===== src/rtl/axi_write_ctrl_pkg.sv =====
// Shared encodings for the AXI store sequencer: FSM states, AXI constants, size codes.
package axi_write_ctrl_pkg;

    typedef enum logic [1:0] {
        ST_IDLE,
        ST_SEND,
        ST_WAIT_B,
        ST_RESP
    } wr_state_e;

    localparam logic [1:0] AXI_BURST_FIXED = 2'b00;
    localparam logic [1:0] AXI_RESP_OKAY   = 2'b00;

    localparam logic [2:0] SIZE_B = 3'd0;
    localparam logic [2:0] SIZE_H = 3'd1;
    localparam logic [2:0] SIZE_W = 3'd2;
    localparam logic [2:0] SIZE_D = 3'd3;

    // Byte-enable pattern for a right-justified access of the given size.
    function automatic logic [7:0] size_mask(input logic [2:0] size);
        case (size)
            SIZE_B:  size_mask = 8'h01;
            SIZE_H:  size_mask = 8'h03;
            SIZE_W:  size_mask = 8'h0F;
            default: size_mask = 8'hFF;
        endcase
    endfunction

endpackage


===== src/rtl/axi_write_ctrl_wr_align.sv =====
// Lane alignment of a store onto the 64-bit bus: shifted data, byte strobe, misalignment flag.
module axi_write_ctrl_wr_align
    import axi_write_ctrl_pkg::*;
(
    input  logic [2:0]  off_i,
    input  logic [2:0]  size_i,
    input  logic [63:0] data_i,
    output logic [63:0] data_o,
    output logic [7:0]  strb_o,
    output logic        misalign_o
);

    assign data_o = data_i << {off_i, 3'b000};
    assign strb_o = size_mask(size_i) << off_i;

    // Illegal sizes are folded into the misaligned flag so the FSM has a single error path.
    always_comb begin
        case (size_i)
            SIZE_B:  misalign_o = 1'b0;
            SIZE_H:  misalign_o = off_i[0];
            SIZE_W:  misalign_o = |off_i[1:0];
            SIZE_D:  misalign_o = |off_i;
            default: misalign_o = 1'b1;
        endcase
    end

endmodule


===== src/rtl/axi_write_ctrl.sv =====
// Single-outstanding store sequencer: MEM store request -> AXI AW/W/B -> one completion to MEM.
module axi_write_ctrl
    import axi_write_ctrl_pkg::*;
#(
    parameter int          ADDR_W = 32,
    parameter int          DATA_W = 64,
    parameter int          ID_W   = 4,
    parameter int unsigned WR_ID  = 0
) (
    input  logic              clk,
    input  logic              rst,
    input  logic [ADDR_W-1:0] mem_waddr,
    input  logic [DATA_W-1:0] mem_wdata,
    input  logic [2:0]        mem_wsize,
    input  logic              mem_wreq_valid,
    output logic              mem_wreq_ready,
    output logic              mem_wresp_valid,
    input  logic              mem_wresp_ready,
    input  logic              io_master_awready,
    output logic              io_master_awvalid,
    output logic [ADDR_W-1:0] io_master_awaddr,
    output logic [ID_W-1:0]   io_master_awid,
    output logic [7:0]        io_master_awlen,
    output logic [2:0]        io_master_awsize,
    output logic [1:0]        io_master_awburst,
    input  logic              io_master_wready,
    output logic              io_master_wvalid,
    output logic [DATA_W-1:0] io_master_wdata,
    output logic [7:0]        io_master_wstrb,
    output logic              io_master_wlast,
    output logic              io_master_bready,
    input  logic              io_master_bvalid,
    input  logic [1:0]        io_master_bresp,
    input  logic [ID_W-1:0]   io_master_bid,
    output logic              wr_error
);

    localparam logic [ID_W-1:0] WR_ID_L = ID_W'(WR_ID);

    wr_state_e         state_q;
    logic              aw_done_q, w_done_q;
    logic [ADDR_W-1:0] awaddr_q;
    logic [2:0]        awsize_q;
    logic [DATA_W-1:0] wdata_q;
    logic [7:0]        wstrb_q;
    logic              wr_error_q;

    logic [63:0] al_data;
    logic [7:0]  al_strb;
    logic        al_mis;
    logic        aw_hs, w_hs;

    axi_write_ctrl_wr_align u_align (
        .off_i      (mem_waddr[2:0]),
        .size_i     (mem_wsize),
        .data_i     (mem_wdata),
        .data_o     (al_data),
        .strb_o     (al_strb),
        .misalign_o (al_mis)
    );

    // Handshake outputs decode straight from state/flag flops, no input-to-output paths.
    assign mem_wreq_ready    = (state_q == ST_IDLE);
    assign mem_wresp_valid   = (state_q == ST_RESP);
    assign io_master_awvalid = (state_q == ST_SEND) && !aw_done_q;
    assign io_master_wvalid  = (state_q == ST_SEND) && !w_done_q;
    assign io_master_bready  = (state_q == ST_WAIT_B);

    assign io_master_awaddr  = awaddr_q;
    assign io_master_awsize  = awsize_q;
    assign io_master_awid    = WR_ID_L;
    assign io_master_awlen   = 8'd0;
    assign io_master_awburst = AXI_BURST_FIXED;
    assign io_master_wdata   = wdata_q;
    assign io_master_wstrb   = wstrb_q;
    assign io_master_wlast   = 1'b1;
    assign wr_error          = wr_error_q;

    assign aw_hs = io_master_awvalid && io_master_awready;
    assign w_hs  = io_master_wvalid && io_master_wready;

    always_ff @(posedge clk) begin
        if (rst) begin
            state_q    <= ST_IDLE;
            aw_done_q  <= 1'b0;
            w_done_q   <= 1'b0;
            awaddr_q   <= '0;
            awsize_q   <= '0;
            wdata_q    <= '0;
            wstrb_q    <= '0;
            wr_error_q <= 1'b0;
        end else begin
            case (state_q)
                ST_IDLE: begin
                    if (mem_wreq_valid) begin
                        awaddr_q <= mem_waddr;
                        awsize_q <= mem_wsize;
                        wdata_q  <= al_data;
                        wstrb_q  <= al_strb;
                        // Misaligned/illegal stores complete locally with an error.
                        if (al_mis) begin
                            wr_error_q <= 1'b1;
                            state_q    <= ST_RESP;
                        end else begin
                            state_q    <= ST_SEND;
                        end
                    end
                end
                ST_SEND: begin
                    if (aw_hs) aw_done_q <= 1'b1;
                    if (w_hs)  w_done_q  <= 1'b1;
                    if ((aw_done_q || aw_hs) && (w_done_q || w_hs))
                        state_q <= ST_WAIT_B;
                end
                ST_WAIT_B: begin
                    if (io_master_bvalid) begin
                        wr_error_q <= (io_master_bresp != AXI_RESP_OKAY) || (io_master_bid != WR_ID_L);
                        aw_done_q  <= 1'b0;
                        w_done_q   <= 1'b0;
                        state_q    <= ST_RESP;
                    end
                end
                ST_RESP: begin
                    if (mem_wresp_ready) state_q <= ST_IDLE;
                end
                default: state_q <= ST_IDLE;
            endcase
        end
    end

endmodule


===== config.mk =====
export PLATFORM = sky130hd
export DESIGN_NAME = axi_write_ctrl
export DESIGN_NICKNAME = d
export VERILOG_FILES = /design/src/rtl/axi_write_ctrl_pkg.sv /design/src/rtl/axi_write_ctrl_wr_align.sv /design/src/rtl/axi_write_ctrl.sv
export SDC_FILE = /design/constraint.sdc
export NUM_CORES = 1
export LEC_CHECK = 0
export CAP_MARGIN = 20
export CORE_MARGIN = 4
export CORE_UTILIZATION = 47
export DETAILED_ROUTE_END_ITERATION = 6
export PLACE_DENSITY_LB_ADDON = 0.1
export SLEW_MARGIN = 5
export SYNTH_ARGS = -nofsm -noshare
export SYNTH_HDL_FRONTEND = slang
export SYNTH_SLANG_ARGS = --single-unit

===== constraint.sdc =====
create_clock -name clk -period 3 [get_ports clk]
set_input_delay 0.6 -clock clk [delete_from_list [all_inputs] [get_ports clk]]
set_output_delay 0.6 -clock clk [all_outputs]
set_load 0.01 [all_outputs]

Word-level counts from Yosys, hierarchy flattened. Cells that the tools add are included.

Memory bits (read-only): 0. Output and inout bits: 128. Memories kept: 0. Logic and storage cells: 63. Latch bits: 0. Input port bits: 112. RAM bits: 0. Register bits after elaboration: 112.

Add/sub/neg operators: 0. Eq/ne operators: 13. Order comparisons: 0. Divide/modulo/power cells: 0. Multiply operators: 0. Mux-type cells: 17. Reduce and logical (&&, ||, !) cells: 23. Bitwise gates (word level): 0. Shift-type cells: 2.

Operator list (number): << shifter 64 x 6 -> 64 bit (1); one-hot mux 8 bit (3 select lines) (1); 2-to-1 mux 2 bit (5); != test 2 x 1 -> 1 bit (second input constant) (4); one-hot mux 2 bit (4 select lines) (1); AND reduction 4 bit (2); << shifter 8 x 3 -> 8 bit (1); equality test 3 x 2 -> 1 bit (second input constant) (2); 2-to-1 mux 1 bit (6); != test 2 bit (second input constant) (3); one-hot mux 1 bit (2 select lines) (3); AND reduction 3 bit (2); nonzero test 2 bit (3); logical AND 1 bit (5); equality test 2 bit (second input constant) (2); one-hot mux 1 bit (4 select lines) (1); nonzero test 4 bit (1); equality test 3 x 1 -> 1 bit (second input constant) (1); logical NOT 3 bit (1); logical OR 1 bit (3); OR reduction 3 bit (1); equality test 2 x 1 -> 1 bit (second input constant) (1); logical NOT 1 bit (2); logical NOT 2 bit (1); 2 further kinds (2).

Logic depth before layout (Yosys ltp).
Depth in word-level cells: 7. Mapped depth: 7. Mapped depth without buffers: 6.

By module. A second synthesis with hierarchy kept.

Cell total of the unflattened synthesis: 776. Area total of the unflattened synthesis: 6038.3 um^2.

By module, submodules not included: axi_write_ctrl (seq. area each 2242.2 um^2, times used 1, area an instance 4169.0 um^2, cells each 523); axi_write_ctrl_wr_align (seq. area each 0.0 um^2, times used 1, area an instance 1869.3 um^2, cells each 253).

Least setup slack after synthesis. No wires, ideal clock.

Kind: in2reg. Start: in mem_waddr[0]. End: reg wdata_q[57], in the netlist io_master_wdata[57]. Arrival time: 1541 ps. Stages on the path: 5. Buffers on the path: 2. Setup time: 137 ps. Path slack: 1321 ps. Path through: buf_6 -> buf_12 -> mux4_2 -> o22ai_1 -> nor3_2.

Word-level cells in the longest chain between the ends: 1.

Ends and longest elaborated chain: start: declaration (line axi_write_ctrl.sv:12) `input logic [ADDR_W-1:0] mem_waddr,`; << shifter 64 x 6 -> 64 bit (line axi_write_ctrl_wr_align.sv:13) `assign data_o = data_i << {off_i, 3'b000};`; end signal: assignment (line axi_write_ctrl.sv:98) `wdata_q <= al_data;`; end: declaration (line axi_write_ctrl.sv:44) `logic [DATA_W-1:0] wdata_q;`.

Every way passes these cells. A chain may end at the register's enable or synchronous reset.

Worst setup path in the final report.
Start: reg state_q[1]. End: out io_master_awvalid.

Word-level cells in the longest chain between the ends: 2.

Ends and longest elaborated chain: start: declaration (line axi_write_ctrl.sv:40) `wr_state_e state_q;`; start signal: assignment (line axi_write_ctrl.sv:84) `state_q <= ST_IDLE;`; start signal: assignment (line axi_write_ctrl.sv:103) `state_q <= ST_RESP;`; start signal: assignment (line axi_write_ctrl.sv:105) `state_q <= ST_SEND;`; equality test 2 x 1 -> 1 bit (line axi_write_ctrl.sv:65) `assign io_master_awvalid = (state_q == ST_SEND) && !aw_done_q;`; logical AND 1 bit (line axi_write_ctrl.sv:65); end: declaration (line axi_write_ctrl.sv:20) `output logic io_master_awvalid,`.

Every way passes these cells.

==> reports/qor.yml <==
die_h_um: 119
coreArea_mm2: 0.0121
ys_seq_area_frac: 0.384
clockBufferDepth: 2
overflow: 0
p_comb_frac: 0.392
n_fill_cell: 1019
fin_nets: 952
final_common_cell: "clkdlybuf4s50_1"
first_iter_violations: 513
drc_errors: 0
initial_core_util: 0.482
status: "finished clean"
ios: 240
fmax_mhz: 413
cts.root.buffer_cell: "clkbuf_16"
cts_resized: 0
hpwlAfterDp_mm: 14.3
finalClockSkew_ps: 10.3
track_usage: 0.253
p_sw_frac: 0.343
placed_area_mm2: 0.00797
grt_pass1_wl_mm: 28.7
slew_viol_final: 0
pwr-share-clk: 0.240
antenna_found_initial: 0
first_global_vias: 5378
synthesis.area_mm2: 0.00584
p_per_area_mw_per_mm2: 635
wl_per_cell_um: 18.8
final_area_mm2: 0.00829
synth_warnings: 0
path_cells: "inv_1 -> ha_1 -> nor2b_1 -> clkdlybuf4s50_1"
vias: 5644
r2r_start: "state_q[1]"
cts_sinks: 112
final_hold_viol_count: 0
fin_crit_sh: 0.807
cts_tree: "built"
worst_setup_path_start_kind: "flop"
worstPathArrival_ps: 1820
worst_slew_pin_slew_ps: 864
rsz0062_at_grt: "false"
die_x_um: 119
endpoint_kind: "output pin"
htreeDepth: 3
crit_start: "state_q[1]"
ys.flop_type: "dfxtp_1"
crit_type: "flop to output pin"
crit_path_top_delay_cell: "clkdlybuf4s50_1"
clkTransAtPathRegs_ps: 70
period_needed_ps: 2420
multiInputGateArea_mm2: 0.00315
p_seq_frac: 0.368
gp_congestion: 0.915
maxCapViolations: 0
internal_power_w: 0.00346
path_max_fanout: 5
antennaDiodeCount: 0
required_ps: 2400
hold_class: "flop to flop"
row_count: 40
postCtsSetupRepairBufs: 0
dieArea_mm2: 0.0143
clk_latency_ps: 360
finalSetupTns_ps: 0
hp-start: "io_master_awaddr[29]"
finalSetupViolCount: 0
dr.pass1.iters: 7
cpPeakStageDelay_ps: 560
portBuffers: 224
slew_headroom: 0.423
p_leak_nw: 3.11
synthToLayoutAreaGrowth_pct: 41.9
seqCellArea_mm2: 0.00224
ant_nets: 0
numCtsBuffers: 9
grt_max_degree: 96
wl_mm: 18.9
drt-vias-per-instance: 5.60
postCtsHoldBufs: 0
synth.distinct_cells: 52
drive_gt1_frac: 0.0786
ir_worst_vdd_uv: 335
syn_inst: 648
synth_seq_cells: 112
syn_area_per_cell_um2: 9.02
power.net_switching_w: 0.00181
synth-edff-count: 0
postSynth.asyncResetShare: 0
final_cell_mix: "clkdlybuf4s50_1, dfxtp_1, nand2_1"
-- registers in the layout, indices dropped and copies added (netlist names) --
register	count
w_done_q	1
io_master_awaddr	32
wr_error	1
io_master_awsize	3
io_master_wdata	64
aw_done_q	1
io_master_wstrb	8
state_q	2
-- through the flow --
stage	hold slack (ps)	utilization	std cells	total power [W]	setup slack [ps]
4_1_cts	459	0.684	1008	0.00529	561
3_3_place_gp	442	0.658	992	0.00397	552
2_1_floorplan	478	-	661	0.00306	1320
6_report	457	0.684	1008	0.00526	579
5_1_grt	478	0.684	1008	0.00554	491
3_5_place_dp	449	0.658	992	0.00402	535
-- synth_stat cells, types with 2 or more instances --
master	count	share of area
a221oi_1	8	0.012
a21oi_1	51	0.044
and2_1	2	0.0021
nor3_1	10	0.0086
inv_1	6	0.0039
nor2_1	82	0.053
mux2i_1	57	0.098
a22oi_1	32	0.041
nand3b_1	8	0.010
mux4_2	8	0.031
a311oi_1	3	0.0045
dfxtp_1	112	0.38
buf_2	23	0.020
buf_4	20	0.026
nor2b_1	5	0.0054
clkbuf_1	15	0.0096
nand2_1	90	0.058
nor2_2	2	0.0021
mux2_1	16	0.031
o21ai_0	2	0.0017
a311oi_2	8	0.021
a2111oi_2	2	0.0051
o21ai_1	11	0.0094
o211ai_1	9	0.012
conb_1	2	0.0013
buf_6	11	0.021
nor3_2	8	0.014
a222oi_1	8	0.014
ha_1	5	0.011
o22ai_1	10	0.011
-- worst max-delay path: cells and delay by family (launching register included) --
kind / cells / cell delay (ps)
buffers and inverters: 2 / 690
DFF: 1 / 340
adders and majority gates: 1 / 240
and+or+nand+nor: 1 / 210
-- final cells by class --
type / count / area share
clock inverter: 5 / 0.00846
timing repair buffer: 234 / 0.283
clock buffer: 11 / 0.0293
tap: 168 / 0.0254
sequential: 112 / 0.271
multi-input combinational: 471 / 0.380
inverter: 7 / 0.00317
-- power groups by stage --
| stage | Combinational (W) | Clock [W] | Sequential (W) |
|---|---|---|---|
| finish | 0.00206 | 0.00126 | 0.00194 |
| global route | 0.00222 | 0.00135 | 0.00197 |
| CTS | 0.00207 | 0.00129 | 0.00194 |
| detailed placement | 0.00205 | 0 | 0.00197 |
| global placement | 0.00201 | 0 | 0.00195 |
| floorplan | 0.00101 | 0 | 0.00205 |
-- cell families (layout without fill, tap and decap cells) --
kind of cell,count (synthesis),after routing,synth area share
multiplexers,81,81,0.159
adder cells (fa/ha/maj),5,5,0.0107
flip-flops,112,112,0.384
AND/OR/NAND/NOR,216,216,0.168
AO/OA/AOI/OAI,154,154,0.190
buffers and inverters,78,257,0.0867
other,2,15,0.00129
-- layer usage --
metal | part of all wire | wire length [um] | up-vias | track usage
met4 | 0.014 | 257 | 0 | 0.0558
met1 | 0.44 | 8390 | 2693 | 0.354
met3 | 0.077 | 1460 | 21 | 0.0613
met5 | 0 | 0 | - | 0
li1 | - | - | 2665 | -
met2 | 0.47 | 8800 | 265 | 0.397
-- path summary, 6_finish.rpt --
kind | cells after the start | endpoint | slack [ps]
max | 4 | io_master_awvalid | 580
min | 2 | io_master_awaddr[29] | 460
max reg2reg | 7 | io_master_wdata[30] | 860
min reg2reg | 2 | io_master_awaddr[29] | 460
Power figures use the tool's default switching activity.
